### src/rtl/ascon_word_fifo_if.sv
// Handshake/status bundle for ascon_word_fifo.
// Signals:
//   clear_i, push_i, d_i, pop_i   - requests driven by the producer/consumer side
//   q_o, empty_o, full_o, count_o - head word and occupancy status from the FIFO
//   overflow_o, underflow_o       - sticky error flags from the FIFO
// Modports:
//   master - the side that pushes/pops (datapath or bench)
//   slave  - the FIFO itself
interface ascon_word_fifo_if #(
  parameter int unsigned WIDTH = 64,
  parameter int unsigned DEPTH = 4
);
  localparam int unsigned CW = $clog2(DEPTH + 1);

  logic             clear_i;
  logic             push_i;
  logic [WIDTH-1:0] d_i;
  logic             pop_i;
  logic [WIDTH-1:0] q_o;
  logic             empty_o;
  logic             full_o;
  logic [CW-1:0]    count_o;
  logic             overflow_o;
  logic             underflow_o;

  modport master (
    output clear_i, push_i, d_i, pop_i,
    input  q_o, empty_o, full_o, count_o, overflow_o, underflow_o
  );

  modport slave (
    input  clear_i, push_i, d_i, pop_i,
    output q_o, empty_o, full_o, count_o, overflow_o, underflow_o
  );
endinterface

### src/rtl/ascon_word_fifo.sv
// Synchronous word FIFO buffering ASCON cipher/tag words until the output side consumes them.
// Ports:
//   clock_i - rising-edge clock
//   reset_i - synchronous active-high reset; clears pointers, count, flags and storage
//   fifo_io - ascon_word_fifo_if slave modport: clear/push/pop requests, head word q_o,
//             empty/full/count status and sticky overflow/underflow flags
// The head word is a combinational read of the registered storage, forced to 0 when empty.
module ascon_word_fifo #(
  parameter int unsigned WIDTH = 64,
  parameter int unsigned DEPTH = 4
) (
  input logic               clock_i,
  input logic               reset_i,
  ascon_word_fifo_if.slave  fifo_io
);
  localparam int unsigned CW = $clog2(DEPTH + 1);
  localparam int unsigned AW = $clog2(DEPTH);

  logic [WIDTH-1:0] mem_q [DEPTH];
  logic [AW-1:0]    wr_ptr_q, wr_ptr_d;
  logic [AW-1:0]    rd_ptr_q, rd_ptr_d;
  logic [CW-1:0]    count_q, count_d;
  logic             overflow_q, overflow_d;
  logic             underflow_q, underflow_d;

  logic empty, full;
  logic push_acc, pop_acc;
  logic wr_en;

  assign empty = (count_q == '0);
  assign full  = (count_q == CW'(DEPTH));

  // A full FIFO still takes a push when the head leaves in the same cycle.
  assign push_acc = fifo_io.push_i & (~full | fifo_io.pop_i);
  assign pop_acc  = fifo_io.pop_i & ~empty;
  // Flush wins over a concurrent push, so storage is left untouched.
  assign wr_en    = push_acc & ~fifo_io.clear_i;

  always_comb begin
    wr_ptr_d    = wr_ptr_q;
    rd_ptr_d    = rd_ptr_q;
    count_d     = count_q;
    overflow_d  = overflow_q;
    underflow_d = underflow_q;

    if (fifo_io.clear_i) begin
      wr_ptr_d    = '0;
      rd_ptr_d    = '0;
      count_d     = '0;
      overflow_d  = 1'b0;
      underflow_d = 1'b0;
    end else begin
      // DEPTH is a power of two, so pointers roll over naturally.
      if (push_acc) wr_ptr_d = wr_ptr_q + AW'(1);
      if (pop_acc)  rd_ptr_d = rd_ptr_q + AW'(1);

      case ({push_acc, pop_acc})
        2'b10:   count_d = count_q + CW'(1);
        2'b01:   count_d = count_q - CW'(1);
        default: count_d = count_q;
      endcase

      if (fifo_io.push_i && !push_acc) overflow_d  = 1'b1;
      if (fifo_io.pop_i && !pop_acc)   underflow_d = 1'b1;
    end
  end

  always_ff @(posedge clock_i) begin
    if (reset_i) begin
      wr_ptr_q    <= '0;
      rd_ptr_q    <= '0;
      count_q     <= '0;
      overflow_q  <= 1'b0;
      underflow_q <= 1'b0;
      for (int i = 0; i < int'(DEPTH); i++) begin
        mem_q[i] <= '0;
      end
    end else begin
      wr_ptr_q    <= wr_ptr_d;
      rd_ptr_q    <= rd_ptr_d;
      count_q     <= count_d;
      overflow_q  <= overflow_d;
      underflow_q <= underflow_d;
      if (wr_en) begin
        mem_q[wr_ptr_q] <= fifo_io.d_i;
      end
    end
  end

  assign fifo_io.q_o         = empty ? '0 : mem_q[rd_ptr_q];
  assign fifo_io.empty_o     = empty;
  assign fifo_io.full_o      = full;
  assign fifo_io.count_o     = count_q;
  assign fifo_io.overflow_o  = overflow_q;
  assign fifo_io.underflow_o = underflow_q;
endmodule
### src/flat_wrapper.sv
// flat-port wrapper written by rule: the top's interface ports become plain ports
module ascon_word_fifo_flat 
#(
  parameter int unsigned WIDTH = 64,
  parameter int unsigned DEPTH = 4
)
  (clock_i, reset_i, fifo_io_clear_i, fifo_io_push_i, fifo_io_d_i, fifo_io_pop_i, fifo_io_q_o, fifo_io_empty_o, fifo_io_full_o, fifo_io_count_o, fifo_io_overflow_o, fifo_io_underflow_o);
  ascon_word_fifo_if #(.WIDTH(WIDTH), .DEPTH(DEPTH)) fifo_io_i ();
  input logic clock_i;
  input logic reset_i;
  input wire logic [$bits(fifo_io_i.clear_i)-1:0] fifo_io_clear_i;
  input wire logic [$bits(fifo_io_i.push_i)-1:0] fifo_io_push_i;
  input wire logic [$bits(fifo_io_i.d_i)-1:0] fifo_io_d_i;
  input wire logic [$bits(fifo_io_i.pop_i)-1:0] fifo_io_pop_i;
  output wire logic [$bits(fifo_io_i.q_o)-1:0] fifo_io_q_o;
  output wire logic [$bits(fifo_io_i.empty_o)-1:0] fifo_io_empty_o;
  output wire logic [$bits(fifo_io_i.full_o)-1:0] fifo_io_full_o;
  output wire logic [$bits(fifo_io_i.count_o)-1:0] fifo_io_count_o;
  output wire logic [$bits(fifo_io_i.overflow_o)-1:0] fifo_io_overflow_o;
  output wire logic [$bits(fifo_io_i.underflow_o)-1:0] fifo_io_underflow_o;
  assign fifo_io_i.clear_i = fifo_io_clear_i;
  assign fifo_io_i.push_i = fifo_io_push_i;
  assign fifo_io_i.d_i = fifo_io_d_i;
  assign fifo_io_i.pop_i = fifo_io_pop_i;
  assign fifo_io_q_o = fifo_io_i.q_o;
  assign fifo_io_empty_o = fifo_io_i.empty_o;
  assign fifo_io_full_o = fifo_io_i.full_o;
  assign fifo_io_count_o = fifo_io_i.count_o;
  assign fifo_io_overflow_o = fifo_io_i.overflow_o;
  assign fifo_io_underflow_o = fifo_io_i.underflow_o;
  ascon_word_fifo #(.WIDTH(WIDTH), .DEPTH(DEPTH)) u_core (.clock_i(clock_i), .reset_i(reset_i), .fifo_io(fifo_io_i));
endmodule
### config.mk
export PLATFORM = sky130hd
export DESIGN_NAME = ascon_word_fifo_flat
export DESIGN_NICKNAME = d
export VERILOG_FILES = /design/src/rtl/ascon_word_fifo_if.sv /design/src/rtl/ascon_word_fifo.sv /design/src/flat_wrapper.sv
export SDC_FILE = /design/constraint.sdc
export NUM_CORES = 1
export LEC_CHECK = 0
export ABC_AREA = 1
export CAP_MARGIN = 20
export CORE_UTILIZATION = 40
export CTS_CLUSTER_SIZE = 28
export DETAILED_ROUTE_END_ITERATION = 12
export GPL_ROUTABILITY_DRIVEN = 0
export SLEW_MARGIN = 20
export SYNTH_ARGS = -nofsm -noshare
export SYNTH_HDL_FRONTEND = slang
export SYNTH_SLANG_ARGS = --single-unit
### constraint.sdc
create_clock -name clock_i -period 10 [get_ports clock_i]
set_input_delay 2 -clock clock_i [delete_from_list [all_inputs] [get_ports clock_i]]
set_output_delay 2 -clock clock_i [all_outputs]
set_load 0.01 [all_outputs]
After elaboration in Yosys (flattened, before gate mapping)

Memories as Yosys holds them, arrays and structs flattened. A register that Yosys moved wholly into a read port is not among the register bits.
Cells that the tools add are included.

Shift-type cells: 0
Equal/unequal tests: 3
Multiply operators: 0
Bitwise gates (word level): 7
Add/subtract/negate cells: 4
Div/mod/pow operators: 0
Reductions and logical operators: 8
Magnitude comparators: 0
Muxes and demuxes: 12

Operators by type and width:

| cell                                                                  | count |
|---|---|
| 64-bit two-way mux                                                    | 2 |
| 64-bit OR reduction                                                   | 1 |
| 1-bit two-way mux                                                     | 6 |
| 2-bit two-way mux                                                     | 3 |
| 3-bit case mux with 2 select lines                                    | 1 |
| 2-bit by 1-bit adder with 2-bit output, second input constant         | 2 |
| 3-bit by 1-bit adder with 3-bit output, second input constant         | 1 |
| 1-bit AND                                                             | 3 |
| 3-bit equality test, second input constant                            | 1 |
| 3-bit zero test                                                       | 1 |
| 1-bit inverter                                                        | 3 |
| 3-bit by 1-bit subtractor with 3-bit output, second input constant    | 1 |
| 2-bit by 1-bit equality test with 1-bit output, second input constant | 1 |
| 2-bit equality test, second input constant                            | 1 |
| 1-bit logical AND                                                     | 2 |
| 1-bit zero test                                                       | 2 |
| 2-bit nonzero test                                                    | 1 |
| 2-bit OR reduction                                                    | 1 |
| 1-bit bitwise OR                                                      | 1 |

Memory bits (writable): 256
Flip-flop bits (word level): 9
Logic and storage cells: 40
Memories: 1
Bits of input ports: 69
Bits in latches: 0
ROM bits: 0
Output and inout port bits: 71

Memory list:

| name         | depth | bits a word | read ports | clocked after memory_dff | write ports | RTL line              | RTL |
|---|---|---|---|---|---|---|---|
| u_core.mem_q | 4     | 64          | 1          | 1                        | 4           | ascon_word_fifo.sv:19 | `logic [WIDTH-1:0] mem_q [DEPTH];` |

Logic depth before layout (Yosys ltp)

Gate-level depths: netlist (run 1).

Depth in word-level cells: 10
Gate-level depth with buffers: 12
Mapped depth without buffers: 12

Worst setup path before layout (run 1)

Ideal clock, no wire load.

Kind: in2reg
Start: in fifo_io_clear_i
End: mem u_core.mem_q[0][0], enable pin
Path buffers: 1
Stages: 4
Arrival: 6993 ps
Required time: 9426 ps
Path slack: 2432 ps
Library setup time: 574 ps
Path through: nor2_4 -> nand4_1 -> buf_4 -> o21ai_0

RTL lines:

| element     | RTL line              | RTL |
|---|---|---|
| from (decl) | flat_wrapper.sv:11    | `input wire logic [$bits(fifo_io_i.clear_i)-1:0] fifo_io_clear_i;` |
| to (decl)   | ascon_word_fifo.sv:19 |  |

==> results of run 1 <==
## cell usage in the layout (no fill, tap or decap)
cell	count
nor2_1	370
edfxtp_1	256
clkdlybuf4s50_1	139
inv_1	135
o21ai_0	129
nand2_1	72
a21oi_1	70
nor3_1	58
clkbuf_16	31
nor2_2	28
buf_4	10
clkinv_2	8
dfxtp_1	8
nor3_2	7
clkinv_1	6
inv_2	5
bufinv_16	5
clkbuf_1	5
nand2_4	4
nand3_1	4
o21ai_1	3
nor2_4	2
dfxtp_4	2
clkinvlp_4	2
nand3_4	1
nand4_1	1
o21ai_4	1
xor2_1	1
o21a_1	1
fa_1	1
ha_1	1
dfxtp_2	1
clkinv_4	1
## report_power, final
group	internal [mW]	switching [mW]	total, mW
clock network	0.692	0.441	1.13
registers	1.28	0.0213	1.30
logic	0.0839	0.140	0.224
## synth_stat cells
| library cell | n | area share, % |
|---|---|---|
| inv_1 | 137 | 4.2 |
| nand2_1 | 74 | 2.3 |
| nor2_1 | 370 | 11 |
| nor3_2 | 7 | 0.57 |
| inv_2 | 5 | 0.15 |
| buf_4 | 2 | 0.12 |
| clkbuf_1 | 25 | 0.77 |
| o21ai_0 | 130 | 5.3 |
| nor3_1 | 58 | 2.4 |
| nor2_2 | 28 | 1.4 |
| nand3_1 | 4 | 0.16 |
| buf_2 | 35 | 1.4 |
| nor2_4 | 2 | 0.18 |
| a21oi_1 | 70 | 2.9 |
| buf_6 | 9 | 0.83 |
| buf_1 | 10 | 0.31 |
| o21a_1 | 1 | 0.061 |
| ha_1 | 1 | 0.10 |
| o21ai_1 | 3 | 0.12 |
| edfxtp_1 | 256 | 63 |
| nand3_4 | 1 | 0.14 |
| dfxtp_1 | 11 | 1.8 |
| fa_1 | 1 | 0.16 |
| xor2_1 | 1 | 0.072 |
| nand2_2 | 1 | 0.051 |
| nand2_4 | 1 | 0.092 |
| nand4_1 | 1 | 0.051 |
## cell type report
class                           instances  area (µm²)
Fill cell                            2716       15100
Sequential cell                       267        7920
Multi-Input combinational cell        754        3380
Timing Repair Buffer                  149        1470
Clock buffer                           36         795
Inverter                              142         536
Tap cell                              390         488
Clock inverter                         20         226
## critical path: stages (launching register included)
cell and delay, ns:
dfxtp_4 0.81, clkinv_2 0.88, buf_4 0.63, o21ai_0 0.34
a21oi_1 0.10, clkdlybuf4s50_1 0.52
## cells by family after synthesis
group | count (synthesis) | synth area share (%)
adder cells (fa/ha/maj) | 2 | 0.266
AND/OR/NAND/NOR | 547 | 18.7
AO/OA/AOI/OAI | 204 | 8.38
flip-flops | 267 | 64.7
buffers and inverters | 223 | 7.83
XOR/XNOR | 1 | 0.0717
## flip-flops by register name (all words and copies together), names as in the netlist, named ones only
register / flops
u_core.fifo_io.overflow_o: 1
u_core.mem_q: 256
u_core.fifo_io.count_o: 3
u_core.wr_ptr_q: 2
u_core.rd_ptr_q: 2
u_core.fifo_io.underflow_o: 1
## path summary, 6_finish.rpt
| kind | start | endpoint | slack [ns] | depth (start not counted) |
|---|---|---|---|---|
| worst max-delay path | flop | fifo_io_q_o[30] | 4.08 | 5 |
| worst min register to register | u_core.fifo_io.overflow_o | u_core.fifo_io.overflow_o | 0.45 | 2 |
| worst max register to register | u_core.wr_ptr_q[0] | u_core.mem_q[1][38] | 6.47 | 4 |
| worst min-delay path | u_core.fifo_io.overflow_o | u_core.fifo_io.overflow_o | 0.45 | 2 |
## per-layer routing
metal  up-vias  share of wire, %
li1       4290                 -
met1      4338                44
met2       251                49
met3        34               5.1
met4         0               1.7
met5         -                 0
==> results.sh, run 1 <==
export IMPL_n_antenna_cell=0
export IMPL_yosysWarnings=0
export IMPL_cp_end_kind="primary output"
export IMPL_clock_skew_ns=0.0170
export IMPL_final_area_um2=14800
export IMPL_cts_root_buf="clkbuf_16"
export IMPL_top_usage_layer="met2"
export IMPL_core_area_um2=29900
export IMPL_syn_num_nets=1315
export IMPL_htree_levels=1
export IMPL_synth_seq_area_share_pct=64.7
export IMPL_cap_violations=0
export IMPL_nNetsFinal=1415
export IMPL_arrival_ns=3.92
export IMPL_setup_violations=0
export IMPL_worstMarginPinSlew_ns=1.11
export IMPL_antenna_left=0
export IMPL_layout_drive_gt1_share_pct=7.89
export IMPL_utilization_pct=49.6
export IMPL_port_buffers=139
export IMPL_p_leak_nw=5.88
export IMPL_grt_max_degree=70
export IMPL_criticalPathCategory="reg2out"
export IMPL_use_met1_pct=27.3
export IMPL_netlist_area_um2=12200
export IMPL_slew_violations=0
export IMPL_area_growth_syn_to_layout_pct=21.2
export IMPL_rows=63
export IMPL_startpoint_type="flop"
export IMPL_setup_tns_ns=0
export IMPL_relSlewSlack_pct=25.8
export IMPL_pre_cts_slack_ns=4.61
export IMPL_syn_inst=1244
export IMPL_hold_ws_ns=0.455
export IMPL_status="finished clean"
export IMPL_place_inst=1702
export IMPL_insertion_delay_ns=0.55
export IMPL_cts_resized=0
export IMPL_post_dp_hpwl_mm=16.3
export IMPL_ys_ff_latch=267
export IMPL_final_period_utilization_pct=59.2
export IMPL_gr_usage_met2_pct=35.8
export IMPL_drtPass1Iterations=4
export IMPL_drt_wl_total_mm=31.5
export IMPL_ys_types=27
export IMPL_dieWidth_um=177
export IMPL_grt_pass1_vias=8877
export IMPL_fmax_mhz=169
export IMPL_grt_antenna_before_repair=0
export IMPL_min_period_ns=5.92
export IMPL_drc=0
export IMPL_routed_via_density=5.07
export IMPL_power_mw=2.66
export IMPL_use_met3_pct=2.58
export IMPL_grt_pass1_wl_mm=49.4
export IMPL_placed_cell_area_um2=13800
export IMPL_die_h_um=177
export IMPL_path_max_fanout=68
export IMPL_cts_tree="done"
export IMPL_drt_iter0_drc=741
export IMPL_required_ns=8.00
export IMPL_vdd_ir_drop_max_v=0.000103
export IMPL_cts_buffers=30
export IMPL_cts_sinks=267
export IMPL_clk_pin_slew_ns=0.06
export IMPL_clk_path_buf_depth=3
export IMPL_final_setup_worst_slack_ns=4.08
export IMPL_dieArea_um2=31200
export IMPL_vias=8913
export IMPL_post_drt_wl_per_cell_um=17.9
export IMPL_ios=140
export IMPL_grt_util_all_layers_pct=20.5
export IMPL_initial_core_util_pct=40.9
export IMPL_postCtsSetupBuffers=0
export IMPL_overflow=0
export IMPL_layout_cells_non_filler=1758
export IMPL_synth_avg_cell_area_um2=9.82
export IMPL_grt_setup_unrepaired="false"
export IMPL_powerDensity_nw_per_um2=180
export IMPL_holdBufCountCts=0
export IMPL_hold_path_class="reg2reg"
export IMPL_finalHoldViolations=0
No activity file was read; power rests on OpenSTA's default activity.
==> run 2, diff against run 1 <==
- clock period: 10 -> 5.35 ns (I/O delays scaled with it)
==> run 2 against run 1 <==
- clock-buffer cell count rose by 4
- critical path depth did not move
- hold slack improved by 0.0038 ns
- setup slack got worse by 2.9 ns
- cell area fell by 1.1%
- first-iteration DRC count fell by 16%
- via count fell by 2.6%
- combinational power rose by 89%
- core utilization fell by 0.54 points
- critical endpoint is now fifo_io_q_o[29]
==> results.sh, run 2 (synthesis gave the netlist of run 1 again) <==
export IMPL_grt_antenna_before_repair=0
export IMPL_drc=0
export IMPL_die_h_um=177
export IMPL_drt_wl_total_mm=30.1
export IMPL_path_max_fanout=96
export IMPL_setup_violations=0
export IMPL_hold_path_class="reg2reg"
export IMPL_gr_usage_met2_pct=34.7
export IMPL_cp_end_kind="primary output"
export IMPL_power_mw=4.60
export IMPL_worstMarginPinSlew_ns=1.04
export IMPL_cts_tree="done"
export IMPL_ios=140
export IMPL_dieArea_um2=31200
export IMPL_use_met3_pct=2.23
export IMPL_relSlewSlack_pct=30.7
export IMPL_clk_path_buf_depth=3
export IMPL_post_dp_hpwl_mm=16.4
export IMPL_vdd_ir_drop_max_v=0.000180
export IMPL_layout_drive_gt1_share_pct=7.10
export IMPL_required_ns=4.28
export IMPL_routed_via_density=4.94
export IMPL_p_clk_share_pct=38.0
export IMPL_initial_core_util_pct=40.9
export IMPL_switching_share_pct=23.1
export IMPL_p_int_mw=3.54
export IMPL_postCtsSetupBuffers=0
export IMPL_area_growth_syn_to_layout_pct=19.9
export IMPL_cts_buffers=29
export IMPL_htree_levels=1
export IMPL_core_area_um2=29900
export IMPL_fillers=2776
export IMPL_antenna_left=0
export IMPL_finalHoldViolations=0
export IMPL_startpoint_type="flop"
export IMPL_min_period_ns=4.16
export IMPL_slew_violations=0
export IMPL_cap_violations=0
export IMPL_clock_skew_ns=0.0111
export IMPL_rows=63
export IMPL_arrival_ns=3.09
export IMPL_grt_pass1_wl_mm=47.1
export IMPL_holdBufCountCts=0
export IMPL_post_drt_wl_per_cell_um=17.1
export IMPL_final_period_utilization_pct=77.8
export IMPL_cts_resized=0
export IMPL_final_cell_mix="370 x nor2_1, 256 x edfxtp_1, 139 x clkdlybuf4s50_1, 135 x inv_1, 129 x o21ai_0"
export IMPL_p_comb_share_pct=9.2
export IMPL_grt_pass1_vias=8751
export IMPL_grt_setup_unrepaired="false"
export IMPL_insertion_delay_ns=0.54
export IMPL_fmax_mhz=240
export IMPL_final_common_cell="nor2_1"
export IMPL_regMostFlops="u_core.mem_q"
export IMPL_largest_reg_flops=256
export IMPL_overflow=0
export IMPL_cts_sinks=267
export IMPL_use_met1_pct=24.8
export IMPL_dieWidth_um=177
export IMPL_port_buffers=139
export IMPL_grt_max_degree=97
export IMPL_p_leak_nw=5.80
export IMPL_p_sw_mw=1.06
export IMPL_criticalPathCategory="reg2out"
export IMPL_drtPass1Iterations=5
export IMPL_clk_pin_slew_ns=0.06
export IMPL_powerDensity_nw_per_um2=314
export IMPL_status="finished clean"
export IMPL_top_usage_layer="met2"
export IMPL_seqPwrFrac_pct=52.8
export IMPL_setup_tns_ns=0
export IMPL_vias=8682
export IMPL_cts_root_buf="clkbuf_16"
export IMPL_drt_iter0_drc=622
export IMPL_grt_util_all_layers_pct=19.5
export IMPL_nNetsFinal=1418
export IMPL_n_antenna_cell=0
[run 2: metrics by stage]
stage,hold slack [ns],instance area (µm²),instances,utilization (%),worst slack [ns]
2_1_floorplan,0.467,12200,1244,-,0.447
3_3_place_gp,0.445,13800,1706,46.3,1.25
3_5_place_dp,0.451,13800,1706,46.3,1.24
4_1_cts,0.461,14600,1756,49.0,1.10
5_1_grt,0.489,14600,1756,49.0,0.978
6_report,0.458,14600,1756,49.0,1.19
[run 2: path summary, 6_finish.rpt]
check,start,end,slack [ns],cells after the start
hold reg to reg,u_core.fifo_io.overflow_o,u_core.fifo_io.overflow_o,0.46,2
hold / removal,u_core.fifo_io.overflow_o,u_core.fifo_io.overflow_o,0.46,2
setup reg to reg,u_core.fifo_io.count_o[1],u_core.mem_q[3][21],2.48,6
setup / recovery,flop,fifo_io_q_o[29],1.19,5
[run 2: per-layer routing]
metal	part of all wire [%]	wire (µm)
met5	0	0
met4	2.3	706
met3	5.1	1530
met2	49	14900
met1	43	13000
[run 2: power by group through the flow]
stage | Clock, mW | Sequential (mW) | Combinational, mW
after floorplan | 0 | 2.46 | 0.225
after detailed placement | 0 | 2.47 | 0.427
final | 1.75 | 2.43 | 0.424
after global routing | 1.86 | 2.44 | 0.466
after global placement | 0 | 2.47 | 0.423
after CTS | 1.78 | 2.43 | 0.430
[run 2: cell type report]
type / instances / area, µm² / share of cell area (%)
Clock buffer: 40 / 767 / 5.24
Tap cell: 390 / 488 / 3.33
Inverter: 142 / 536 / 3.66
Sequential cell: 267 / 7920 / 54.0
Timing Repair Buffer: 153 / 1520 / 10.4
Clock inverter: 10 / 38.8 / 0.265
Multi-Input combinational cell: 754 / 3380 / 23.1
[run 2: worst max-delay path, stage by stage, from the launching register on]
cell             delay, ns
dfxtp_4               0.64
clkinv_2              0.52
buf_12                0.40
o21ai_0               0.32
a21oi_1               0.13
clkdlybuf4s50_1       0.49
